**config.mk**
```make
export PLATFORM = sky130hd
export DESIGN_NAME = memory_arbiter
export DESIGN_NICKNAME = d
export VERILOG_FILES = /design/src/rtl/memory_arbiter.sv
export SDC_FILE = /design/constraint.sdc
export NUM_CORES = 1
export LEC_CHECK = 0
export CORE_AREA = 10 10 283 285
export CTS_CLUSTER_SIZE = 40
export DETAILED_ROUTE_END_ITERATION = 12
export DIE_AREA = 0 0 293 295
export GPL_TIMING_DRIVEN = 0
export PLACE_DENSITY_LB_ADDON = 0.12
export SYNTH_ARGS = -nofsm -noshare
export SYNTH_HDL_FRONTEND = slang
export SYNTH_SLANG_ARGS = --single-unit
```
**constraint.sdc**
```tcl
create_clock -name clock -period 5 [get_ports clock]
set_clock_uncertainty 0.15 [all_clocks]
set_input_delay 1 -clock clock [delete_from_list [all_inputs] [get_ports clock]]
set_output_delay 1 -clock clock [all_outputs]
set_load 0.01 [all_outputs]
```
**src/rtl/memory_arbiter.sv**
```systemverilog
// memory_arbiter: shares one main-memory port between the icache and dcache.
// One transaction in flight; IDLE -> ISSUE -> WAIT -> RESP. Response reaches the
// winner L+2 cycles after its request is sampled. Build option: ARB_ROUND_ROBIN_EN.
module memory_arbiter #(
  parameter int ADDR_WIDTH = 32,
  parameter int LINE_WIDTH = 128
) (
  input  logic                  clock,
  input  logic                  reset,
  input  logic                  ic_req_valid,
  input  logic [ADDR_WIDTH-1:0] ic_req_addr,
  output logic                  ic_rsp_valid,
  output logic [LINE_WIDTH-1:0] ic_rsp_data,
  input  logic                  dc_req_valid,
  input  logic [ADDR_WIDTH-1:0] dc_req_addr,
  input  logic                  dc_req_we,
  input  logic [LINE_WIDTH-1:0] dc_req_data,
  output logic                  dc_rsp_valid,
  output logic [LINE_WIDTH-1:0] dc_rsp_data,
  output logic                  mm_req_valid,
  output logic [ADDR_WIDTH-1:0] mm_req_addr,
  output logic                  mm_req_we,
  output logic [LINE_WIDTH-1:0] mm_req_data,
  input  logic                  mm_rsp_valid,
  input  logic [LINE_WIDTH-1:0] mm_rsp_data,
  output logic                  arb_busy
);

  typedef enum logic [1:0] {
    IDLE  = 2'd0,
    ISSUE = 2'd1,
    WAIT  = 2'd2,
    RESP  = 2'd3
  } state_t;

  state_t                  state;
  logic                    win_dc;   // id of the requester that owns the transaction
  logic                    sel_dc;
  logic [ADDR_WIDTH-1:0]   sel_addr;
  logic                    sel_we;
  logic [LINE_WIDTH-1:0]   sel_data;

`ifdef ARB_ROUND_ROBIN_EN
  // Set when the dcache should win the next tie (i.e. the icache was granted last).
  logic                    prio_dc;

  // Tie goes to whoever was not granted last; a lone requester wins outright.
  always_comb begin
    sel_dc = dc_req_valid && (!ic_req_valid || prio_dc);
  end
`else
  // Fixed priority: the dcache wins any tie; a lone icache request still wins.
  always_comb begin
    sel_dc = dc_req_valid;
  end
`endif

  // Payload of the would-be winner; icache fills carry no write data.
  always_comb begin
    sel_addr = sel_dc ? dc_req_addr : ic_req_addr;
    sel_we   = sel_dc && dc_req_we;
    sel_data = sel_dc ? dc_req_data : '0;
  end

  // Main FSM. The mm_req_* registers hold the latched request payload and the
  // winner's rsp_data register holds the captured memory line, so every output
  // is a flop and the payload/line values are zero whenever they are not live.
  always_ff @(posedge clock) begin
    if (!reset) begin
      state        <= IDLE;
      win_dc       <= 1'b0;
      arb_busy     <= 1'b0;
      mm_req_valid <= 1'b0;
      mm_req_addr  <= '0;
      mm_req_we    <= 1'b0;
      mm_req_data  <= '0;
      ic_rsp_valid <= 1'b0;
      ic_rsp_data  <= '0;
      dc_rsp_valid <= 1'b0;
      dc_rsp_data  <= '0;
`ifdef ARB_ROUND_ROBIN_EN
      prio_dc      <= 1'b0;
`endif
    end else begin
      case (state)
        IDLE: begin
          if (ic_req_valid || dc_req_valid) begin
            state        <= ISSUE;
            arb_busy     <= 1'b1;
            win_dc       <= sel_dc;
            mm_req_valid <= 1'b1;
            mm_req_addr  <= sel_addr;
            mm_req_we    <= sel_we;
            mm_req_data  <= sel_data;
`ifdef ARB_ROUND_ROBIN_EN
            prio_dc      <= !sel_dc;
`endif
          end
        end
        ISSUE: begin
          state        <= WAIT;
          mm_req_valid <= 1'b0;
          mm_req_addr  <= '0;
          mm_req_we    <= 1'b0;
          mm_req_data  <= '0;
        end
        WAIT: begin
          // Writes also wait here; the returned line goes back even if ignored.
          if (mm_rsp_valid) begin
            state <= RESP;
            if (win_dc) begin
              dc_rsp_valid <= 1'b1;
              dc_rsp_data  <= mm_rsp_data;
            end else begin
              ic_rsp_valid <= 1'b1;
              ic_rsp_data  <= mm_rsp_data;
            end
          end
        end
        RESP: begin
          state        <= IDLE;
          arb_busy     <= 1'b0;
          ic_rsp_valid <= 1'b0;
          ic_rsp_data  <= '0;
          dc_rsp_valid <= 1'b0;
          dc_rsp_data  <= '0;
        end
        default: begin
          state <= IDLE;
        end
      endcase
    end
  end

endmodule

```
After elaboration in Yosys (flattened, before gate mapping)

Cells that the tools add are included.

Bits of input ports: 326
Output and inout port bits: 421
Flip-flop bits (word level): 424

Reduce and logical (&&, ||, !) cells: 12
Equality and inequality tests: 7
Multiplexer cells: 26

Operators by type and width:

| kind                                                | count |
|---|---|
| two-way mux 128 bit                                 | 6 |
| one-hot mux 128 bit (2 select lines)                | 3 |
| two-way mux 32 bit                                  | 2 |
| one-hot mux 32 bit (2 select lines)                 | 1 |
| one-hot mux 1 bit (2 select lines)                  | 5 |
| != test 2 bit, second input constant                | 4 |
| one-hot mux 2 bit (4 select lines)                  | 1 |
| AND reduction 2 bit                                 | 4 |
| two-way mux 1 bit                                   | 6 |
| AND reduction 3 bit                                 | 2 |
| nonzero test 2 bit                                  | 3 |
| equality test 2 bit, second input constant          | 2 |
| two-way mux 2 bit                                   | 2 |
| equality test 2 x 1 -> 1 bit, second input constant | 1 |
| zero test 2 bit                                     | 1 |
| logical AND 1 bit                                   | 1 |
| logical OR 1 bit                                    | 1 |

Depth between registers and ports, before layout

Gate-level depths: netlist of the first run.

Word-level depth: 3
Depth in mapped cells: 7

Least setup slack after synthesis of the first run

Ideal clock, no wire load.

Path type: input-to-reg
From: input port dc_req_valid
To: register mm_req_addr[0]
Cell stages on the path: 6
Path slack: 2763 ps
Setup time: 120 ps
Data arrival time: 1967 ps
Cells stage by stage: buf_2 nor3b_4 nor2_2 buf_4 buf_6 mux2i_1

Cells in the longest elaborated chain, start to end: 3
Elaborated cells between the ends (all ways): 6
Classes of those cells: 1 x eq/ne; 3 x mux; 2 x reduce/logical

Ends and longest elaborated chain:

| what                                                                       | line   | source |
|---|---|---|
| start, declared                                                            | 14     | `input logic dc_req_valid,` |
| two-way mux 32 bit or logical OR 1 bit (tied branches)                     | 60, 87 |  |
| two-way mux 32 bit or != test 2 bit (tied branches)                        | --     |  |
| one-hot mux 32 bit (2 select lines) or AND reduction 2 bit (tied branches) | --     |  |
| end signal, assigned                                                       | 92     | `mm_req_addr <= sel_addr;` |
| end, declared                                                              | 21     | `output logic [ADDR_WIDTH-1:0] mm_req_addr,` |

Parallel ways exist; a longest one is shown, timed or not. The select of a mux whose other input is x is not followed.
A chain may end at the register's enable or synchronous reset.

Worst setup path after layout of the first run

From: input port mm_rsp_valid
To: register ic_rsp_data[52]

Cells in the longest elaborated chain, start to end: 2

Ends and longest elaborated chain:

| what                                 | line | source |
|---|---|---|
| start, declared                      | 24   | `input logic mm_rsp_valid,` |
| != test 2 bit (no source line)       | --   |  |
| AND reduction 3 bit (no source line) | --   |  |
| end signal, assigned                 | 116  | `ic_rsp_data <= mm_rsp_data;` |
| end, declared                        | 13   | `output logic [LINE_WIDTH-1:0] ic_rsp_data,` |

No other way between the ends.

==> flow_summary.yaml, run 1 <==
worst_hold_path:
  hold_class: "flop to flop"
  hp-start: "mm_req_data[6]$_SDFFE_PN0P_"
placement:
  portBuffers: 744
  dp.cells: 3379
  gp_congestion: 0.8010
  hpwl_um: 66870
worst_setup_path:
  cpMostUsedCell: "clkbuf_1"
  worstSetupStartpoint: "mm_rsp_valid"
  arrival_ns: 3.19
  cp-start-kind: "input port"
  crit_fanout: 10
  cp_data_required_time_ns: 5.36
  cp_cell_sequence: "clkdlybuf4s50_1 -> nand3b_1 -> clkbuf_1 -> clkbuf_1 -> nand4_1 -> o21ai_0"
  cp-end-kind: "flop"
  cp_slowest_cell: "clkbuf_1"
  reg2reg_from: "state[0]$_SDFFE_PN0P_"
  path_class: "input port to flop"
  critPathBufInv: 3
  cp_top_family: "buffers and inverters"
  slowest_delay_ns: 0.69
power:
  peakVddDrop_v: 0.0002513
  powerDensity_nw_per_um2: 458.8
  total_power_uw: 12290
  p_leak_uw: 0.009990
  p_sw_share_pct: 32.45
  seqPwrFrac_pct: 33.9
  comb_power_share_pct: 33.0
  p_switching_uw: 3989
  p_clk_share_pct: 33.1
  intPower_uw: 8303
floorplan:
  die_w_um: 293
  io_pins: 747
  initial_core_util_pct: 21.93
  die_height_um: 295
  row_count: 100
  die_area_sq_um: 86440
  core_sq_um: 74200
clock_tree:
  cts.clk_slew.worst_paths_ns: 0.06
  cts_resized: 0
  cts_root_buf: "clkbuf_16"
  clock_path_buffers: 3
  cts_made_buffers: 53
  cts_tree: "done"
  cts-htree-levels: 2
  clock-sinks: 424
  cts_hold_buf: 0
  insertion_delay_ns: 0.58
  post_cts_buffers: 0
timing:
  slew_violations: 0
  slew_headroom_pct: 32.65
  finalHoldViolations: 0
  setup_viol: 0
  rsz0062_at_grt: "false"
  fmaxAchievable_mhz: 354.4
  tightest_slew_ns: 1.010
  period_minus_slack_ns: 2.822
  period_share_pct: 56.43
  setup_tns_ns: 0
route:
  drt_iter0_drc: 690
  drc: 0
  wl_per_cell_um: 24.06
  viasPerCell: 4.526
  ant_nets: 0
  wirelength_um: 83810
  first_pass_iters: 5
  via_count: 15770
synthesis:
  synth_fp_nets: 1999
  synth_cell_type_count: 30
  synth_mux_area_share_pct: 12.37
  synth_area_leaders: "dfxtp_1 52%, mux2i_1 10%, nand2_1 7.6%"
  synth_compound_area_share_pct: 11.19
  ys.flop_type: "dfxtp_1"
  avgSynthCellArea_sq_um: 9.766
  yosys.area_share.simple_pct: 19.01
  synthArstFlopShare_pct: 0
  yosys.area_share.adder_pct: 0.5383
  netlist_instances: 1666
  synth-xor-area-share_pct: 0
  synth_top_area_share_pct: 52.17
  synth-edff-count: 0
  ys_seq_elements: 424
  synth_top_family_by_area: "simple AND/OR/NAND/NOR gates"
  ys_seq_area_share_pct: 52.17
  yosys_warnings: 0
  yosys.area.top_type: "dfxtp_1"
  synth_area_sq_um: 16270
global_route:
  grt_max_degree: 14
  grt_usage_pct: 18.27
  grt_pass1_vias: 16260
  grt_pass1_wl_um: 117800
  grt_overflow_total: 0
  antenna_found_initial: 8
cells_and_area:
  layout_commonest_cell: "clkdlybuf4s50_1"
  area_growth_pct: 64.66
  fin_cells: 3484
  layout-drive-gt1-share_pct: 6.818
  finalNetCount: 2798
  fin_util_pct: 36.11
  final_cell_mix: "744 x clkdlybuf4s50_1, 424 x dfxtp_1, 328 x nand2_1"
run:
  drv_cap: 0
outcome:
  outcome: "finished, final reports clean"
==> metrics by stage <==
step,hold WS [ns],instance area (sq um),setup slack [ns]
global route,0.3202,26780,1.962
detailed placement,0.2974,24930,1.532
CTS,0.3066,26770,2.138
floorplan,0.3290,16270,2.763
finish,0.3042,26790,2.178
global placement,0.2930,24930,1.531
==> worst min-delay path: cells and delay by family, from the launching register on <==
| kind | cells | cell delay, ns |
|---|---|---|
| and+or+nand+nor | 1 | 0.05 |
| DFF | 1 | 0.31 |
| muxes | 1 | 0.05 |
==> cells by family after synthesis <==
kind of cell               Yosys count
muxes                              197
adders and majority gates            7
buffers and inverters              175
AOI/OAI and AO/OA                  264
DFF                                424
and+or+nand+nor                    599
==> routing by layer <==
layer  routed length (um)  share of wire [%]  up-vias  track usage [%]
met5                   27              0.032        -                0
met3                 5409                6.5      103            4.890
met2                42860                 51      478            32.75
li1                     -                  -     7555                -
met1                33500                 40     7628            20.93
met4                 2024                2.4        4            5.482
==> power by group through the flow <==
stage | sequential [uW] | clock [uW] | combinational, uW
2_1_floorplan | 4430 | 0 | 1810
3_3_place_gp | 4220 | 0 | 4090
6_report | 4170 | 4070 | 4060
4_1_cts | 4170 | 4180 | 4130
3_5_place_dp | 4230 | 0 | 4110
5_1_grt | 4230 | 4320 | 4340
==> cell type report <==
class / count / area (sq um)
Antenna cell: 7 / 17.52
Buffer: 171 / 754.5
Clock buffer: 73 / 1523
Clock inverter: 25 / 321.6
Fill cell: 7550 / 47400
Inverter: 4 / 15.01
Multi-Input combinational cell: 1067 / 7013
Sequential cell: 424 / 8488
Tap cell: 969 / 1212
Timing Repair Buffer: 744 / 7447
==> synth_stat cells (2+ instances only) <==
| master | number |
|---|---|
| buf_6 | 8 |
| buf_1 | 9 |
| a22o_1 | 128 |
| nand2_1 | 328 |
| dfxtp_1 | 424 |
| nand2b_1 | 3 |
| nor2b_1 | 2 |
| nor2_1 | 4 |
| buf_2 | 39 |
| nand4_1 | 129 |
| ha_1 | 7 |
| mux2i_1 | 165 |
| inv_1 | 4 |
| nand3b_1 | 129 |
| o21ai_0 | 128 |
| mux2_2 | 32 |
| clkbuf_1 | 114 |
==> state kept, by name (all words and copies together), names as in the netlist <==
register and cells:
ic_rsp_data 128, dc_rsp_data 128, mm_req_valid 1, dc_rsp_valid 1, state 2, mm_req_data 128, ic_rsp_valid 1, win_dc 1
mm_req_we 1, mm_req_addr 32, arb_busy 1
==> path summary, 6_finish.rpt <==
path / depth (start not counted) / slack [ns] / endpoint
worst max-delay path: 6 / 2.18 / ic_rsp_data[52]$_SDFFE_PN0P_
worst min-delay path: 2 / 0.30 / mm_req_data[6]$_SDFFE_PN0P_
worst max register to register: 7 / 2.22 / ic_rsp_data[52]$_SDFFE_PN0P_
worst min register to register: 2 / 0.30 / mm_req_data[6]$_SDFFE_PN0P_
Power figures use the tool's default switching activity.
==> run 2, diff against run 1 <==
--- a/config.mk
+++ b/config.mk
@@ -5,10 +5,10 @@
 export SDC_FILE = /design/constraint.sdc
 export NUM_CORES = 1
 export LEC_CHECK = 0
-export CORE_AREA = 10 10 283 285
+export CORE_AREA = 10 10 284 286
 export CTS_CLUSTER_SIZE = 40
 export DETAILED_ROUTE_END_ITERATION = 12
-export DIE_AREA = 0 0 293 295
+export DIE_AREA = 0 0 294 296
 export GPL_TIMING_DRIVEN = 0
 export PLACE_DENSITY_LB_ADDON = 0.12
 export SYNTH_ARGS = -nofsm -noshare
==> constraint.sdc (replaced) <==
create_clock -name clock -period 2.6 [get_ports clock]
set_clock_uncertainty 0.15 [all_clocks]
set_input_delay 0.52 -clock clock [delete_from_list [all_inputs] [get_ports clock]]
set_output_delay 0.52 -clock clock [all_outputs]
set_load 0.01 [all_outputs]
==> run 2 against run 1 <==
  * Non-clock buffer count fell by 1
  * Cell count increased by 0.40%
  * Core utilization is 0.40 points lower
  * Largest cell class unchanged
  * Sequential power up 92%
  * Total power grew 92%
  * Setup slack got worse by 2.0 ns
  * Flip-flop and latch count unchanged
  * First-iteration DRC count increased by 4.8%
==> flow_summary.yaml, run 2 (same netlist as run 1, synthesis figures left out) <==
worst_setup_path:
  reg2reg_from: "state[0]$_SDFFE_PN0P_"
  reg2reg_depth: 7
  r2r_end: "ic_rsp_data[126]$_SDFFE_PN0P_"
  arrival_ns: 2.76
  r2r_setup_slack_ns: 0.22
  cp-start-kind: "flop"
  cp_cell_sequence: "inv_1 -> ha_1 -> nand2b_1 -> clkbuf_4 -> clkbuf_1 -> nand4_1 -> o21ai_0"
  cp_top_family: "buffers and inverters"
  cp_data_required_time_ns: 2.98
  crit_fanout: 11
  cp-end-kind: "flop"
  critPathBufInv: 3
  slowest_delay_ns: 0.41
  cp_slowest_cell: "clkbuf_1"
  path_class: "flop to flop"
cells_and_area:
  area_growth_pct: 65.02
  layout_commonest_cell: "clkdlybuf4s50_1"
  fillers: 7585
  layout-drive-gt1-share_pct: 8.057
  finalNetCount: 2797
  final_cell_mix: "744 x clkdlybuf4s50_1, 424 x dfxtp_1, 328 x nand2_1"
  biggestRegsByFlops: "dc_rsp_data (128), ic_rsp_data (128), mm_req_data (128)"
  regArea_sq_um: 8488
  multiInputGateArea_sq_um: 7024
floorplan:
  die_w_um: 294
  die_area_sq_um: 87020
  initial_core_util_pct: 21.64
  row_count: 101
  io_pins: 747
  die_height_um: 296
  core_sq_um: 75190
global_route:
  grt_usage_pct: 17.81
  grt_pass1_wl_um: 115400
  grt_overflow_total: 0
  grt_max_degree: 15
  grt_pass1_vias: 16140
  antenna_found_initial: 16
route:
  drc: 0
  ant_nets: 0
  viasPerCell: 4.501
  wirelength_um: 82380
  first_pass_iters: 5
  drt_iter0_drc: 723
  via_count: 15740
  wl_per_cell_um: 23.55
timing:
  period_minus_slack_ns: 2.380
  finalHoldViolations: 0
  slew_headroom_pct: 32.18
  tightest_slew_ns: 1.017
  rsz0062_at_grt: "true"
  fin_ws_ns: 0.2197
  slew_violations: 0
  setup_viol: 0
  period_share_pct: 91.55
  fmaxAchievable_mhz: 420.1
clock_tree:
  insertion_delay_ns: 0.59
  cts_tree: "done"
  clock-sinks: 424
  cts-htree-levels: 2
  cts_made_buffers: 53
  clock_path_buffers: 3
  cts_hold_buf: 0
  cts.clk_slew.worst_paths_ns: 0.06
  cts_root_buf: "clkbuf_16"
power:
  peakVddDrop_v: 0.0004904
  total_power_uw: 23570
  p_leak_uw: 0.01007
  powerDensity_nw_per_um2: 877.8
worst_hold_path:
  holdPathEnd: "win_dc$_SDFFE_PN0P_"
  hp-start: "reset"
  hold_class: "input port to flop"
  whs_path_depth: 3
placement:
  dp_slack_ns: -0.4076
  gp_congestion: 0.7966
  portBuffers: 744
  hpwl_um: 65430
outcome:
  outcome: "finished, final reports clean"
run:
  drv_cap: 0
## run 2: power by group
| group | internal [uW] | switching [uW] |
|---|---|---|
| Combinational | 3740 | 4090 |
| Clock | 4680 | 3040 |
| Sequential | 7480 | 536 |
## run 2: worst max path at each step
stage | from | to | cells after the start
2_1_floorplan | state[0]$_SDFFE_PN0P_ | mm_req_addr[0]$_SDFFE_PN0P_ | 7
3_3_place_gp | mm_rsp_valid | ic_rsp_data[98]$_SDFFE_PN0P_ | 6
3_5_place_dp | mm_rsp_valid | ic_rsp_data[17]$_SDFFE_PN0P_ | 6
4_1_cts | state[0]$_SDFFE_PN0P_ | ic_rsp_data[107]$_SDFFE_PN0P_ | 7
5_1_grt | state[0]$_SDFFE_PN0P_ | dc_rsp_data[11]$_SDFFE_PN0P_ | 7
6_report | state[0]$_SDFFE_PN0P_ | ic_rsp_data[126]$_SDFFE_PN0P_ | 7
## run 2: layer usage
| metal | up-vias | track usage, % | share of wire (%) | wire (um) |
|---|---|---|---|---|
| met5 | - | 0 | 0.024 | 20 |
| met4 | 2 | 6.705 | 2.6 | 2139 |
| met3 | 104 | 4.954 | 6.7 | 5542 |
| met2 | 510 | 32.10 | 52 | 43060 |
| met1 | 7572 | 19.66 | 38 | 31610 |
| li1 | 7556 | - | - | - |
## run 2: layout make-up
class	count	area share [%]
flip-flops and latches	424	31.61
repair buffers	744	27.74
multi-input cells	1067	26.16
clock buffers	81	5.890
well taps	978	4.558
plain buffers	170	2.982
clock inverters	17	0.8808
diodes	13	0.1212
inverters	4	0.05592
## run 2: worst reg2reg max path: cells and delay by family (launching register included)
kind                     cells  cell delay, ns
buffers and inverters        3            0.92
AND/OR/NAND/NOR              2            0.46
flip-flops                   1            0.37
adder cells (fa/ha/maj)      1            0.32
AO/OA/AOI/OAI                1            0.10
## run 2: what timing repair did
item	4_1_cts	5_1_grt
endpoints found under the setup margin	200	181
resized for setup	5	67
pin swaps	0	1
buffers inserted	0	0
## run 2: stage by stage
step | instances | utilization, % | area (sq um) | hold slack (ns) | TNS, ns
after floorplan | 1666 | - | 16270 | 0.3290 | 0
after global placement | 3388 | 33.17 | 24940 | 0.2912 | -56.33
after detailed placement | 3388 | 33.17 | 24940 | 0.2967 | -61.79
after CTS | 3486 | 35.61 | 26770 | 0.03067 | 0
after global routing | 3497 | 35.71 | 26850 | 0.08582 | -0.1020
final | 3498 | 35.71 | 26850 | 0.1034 | 0
==> run 3, diff against run 2 <==
--- a/config.mk
+++ b/config.mk
@@ -5,7 +5,10 @@
 export SDC_FILE = /design/constraint.sdc
 export NUM_CORES = 1
 export LEC_CHECK = 0
+export ABC_AREA = 0
+export CAP_MARGIN = 20
 export CORE_AREA = 10 10 284 286
+export CTS_BUF_LIST = sky130_fd_sc_hd__clkbuf_16
 export CTS_CLUSTER_SIZE = 40
 export DETAILED_ROUTE_END_ITERATION = 12
 export DIE_AREA = 0 0 294 296
==> run 3 against run 2 <==
  * Maximum frequency is 0.18% lower
  * Non-clock buffer count increased by 1
  * Die area stayed put
  * Total power shrank 2.1%
  * Combinational power is essentially flat
  * Routed wire length barely moved
  * Global-route usage barely moved
  * Flip-flop and latch count did not move
  * Register-to-register slack is essentially flat
  * Critical path type unchanged
  * Setup slack worse by 0.0044 ns
  * First-iteration DRC count increased by 2.2%
==> flow_summary.yaml, run 3 (same netlist as run 1, synthesis figures left out) <==
outcome:
  outcome: "finished, final reports clean"
floorplan:
  core_sq_um: 75190
  die_area_sq_um: 87020
  io_pins: 747
  row_count: 101
  die_height_um: 296
  die_w_um: 294
  initial_core_util_pct: 21.64
global_route:
  grt_pass1_wl_um: 115400
  grt_max_degree: 15
  antenna_found_initial: 16
  grt_usage_pct: 17.80
  grt_overflow_total: 0
  grt_pass1_vias: 16150
timing:
  slew_violations: 0
  period_share_pct: 91.72
  rsz0062_at_grt: "true"
  setup_viol: 0
  tightest_slew_ns: 0.9491
  slew_headroom_pct: 36.72
  fmaxAchievable_mhz: 419.3
  period_minus_slack_ns: 2.385
  finalHoldViolations: 0
cells_and_area:
  finalNetCount: 2798
  regArea_sq_um: 8488
  layout_commonest_cell: "clkdlybuf4s50_1"
  multiInputGateArea_sq_um: 7024
  biggestRegsByFlops: "dc_rsp_data (128), ic_rsp_data (128), mm_req_data (128)"
  layout-drive-gt1-share_pct: 7.496
  area_growth_pct: 64.22
  fin_util_pct: 35.54
  final_cell_mix: "744 x clkdlybuf4s50_1, 424 x dfxtp_1, 328 x nand2_1"
  fin_area_sq_um: 26720
  fillers: 7602
clock_tree:
  clock_path_buffers: 3
  cts_tree: "done"
  cts.clk_slew.worst_paths_ns: 0.06
  clock-sinks: 424
  cts_hold_buf: 0
  insertion_delay_ns: 0.59
  cts_made_buffers: 53
  post_cts_buffers: 0
  cts-htree-levels: 2
  cts_root_buf: "clkbuf_16"
worst_setup_path:
  crit_fanout: 11
  cp_top_family: "buffers and inverters"
  cp-start-kind: "flop"
  arrival_ns: 2.75
  critPathBufInv: 3
  cp_data_required_time_ns: 2.97
  slowest_delay_ns: 0.42
  cp_slowest_cell: "clkbuf_1"
  cp-end-kind: "flop"
  path_class: "flop to flop"
  cp_cell_sequence: "inv_1 -> ha_1 -> nand2b_1 -> clkbuf_4 -> clkbuf_1 -> nand4_1 -> o21ai_0"
placement:
  place_area_sq_um: 24940
  portBuffers: 744
  hpwl_um: 65430
  gp_congestion: 0.7966
worst_hold_path:
  hold_class: "input port to flop"
route:
  via_count: 15770
  drc: 0
  wl_met2_um: 43000
  wl_met3_um: 5583
  wirelength_um: 82390
  ant_nets: 0
  first_pass_iters: 5
  route.top_layer_used: "met5"
  drt_iter0_drc: 739
  wl_per_cell_um: 23.53
  viasPerCell: 4.504
  m1WireLength_um: 31620
power:
  powerDensity_nw_per_um2: 863.3
  peakVddDrop_v: 0.0004902
  p_leak_uw: 0.01005
run:
  drv_cap: 0
## run 3: final timing paths
check,startpoint,depth (start not counted),slack [ns],end
max,state[0]$_SDFFE_PN0P_,7,0.22,ic_rsp_data[52]$_SDFFE_PN0P_
min reg2reg,mm_req_addr[25]$_SDFFE_PN0P_,2,0.31,mm_req_addr[25]$_SDFFE_PN0P_
max reg2reg,state[0]$_SDFFE_PN0P_,7,0.22,ic_rsp_data[52]$_SDFFE_PN0P_
min,reset,3,0.10,win_dc$_SDFFE_PN0P_
## run 3: metal layers
metal / GRT usage (%) / vias to the layer above
met5: 0 / -
met4: 6.705 / 2
met3: 4.954 / 102
met2: 32.08 / 505
met1: 19.66 / 7594
li1: - / 7567
## run 3: metrics by stage
| step | TNS, ns | hold WS (ns) | setup WS (ns) | total power (uW) | cells |
|---|---|---|---|---|---|
| 6_report | 0 | 0.1000 | 0.2153 | 23070 | 3501 |
| 5_1_grt | -0.1075 | 0.08272 | -0.01894 | 24210 | 3498 |
| 4_1_cts | 0 | 0.03067 | 0.03581 | 23440 | 3486 |
| 3_5_place_dp | -61.79 | 0.2967 | -0.4076 | 16040 | 3388 |
| 3_3_place_gp | -56.33 | 0.2912 | -0.3587 | 15970 | 3388 |
| 2_1_floorplan | 0 | 0.3290 | 0.7063 | 11990 | 1666 |
## run 3: area by class of cell
cell class	count	share of cell area, %
buffer	170	2.997
sequential	424	31.77
multi-input combinational	1067	26.29
inverter	4	0.05619
clock buffer	53	4.964
timing repair buffer	745	27.93
clock inverter	45	1.278
tap	978	4.580
antenna	15	0.1405
## run 3: power by group
group	leakage, uW	switching (uW)	internal [uW]
registers	0.00344	536	7480
clock network	0.000871	3020	4190
logic	0.00574	4100	3750
## run 3: repair_timing
action,4_1_cts,5_1_grt
gates resized for setup,5,67
pin swaps,0,1
setup endpoints to repair,200,182
cloned,0,0
## run 3: worst reg2reg max path: cells and delay by family (launching register included)
| family | cells | cell delay (ns) |
|---|---|---|
| AOI/OAI and AO/OA | 1 | 0.09 |
| adders and majority gates | 1 | 0.32 |
| buffers and inverters | 3 | 0.92 |
| DFF | 1 | 0.37 |
| and+or+nand+nor | 2 | 0.45 |
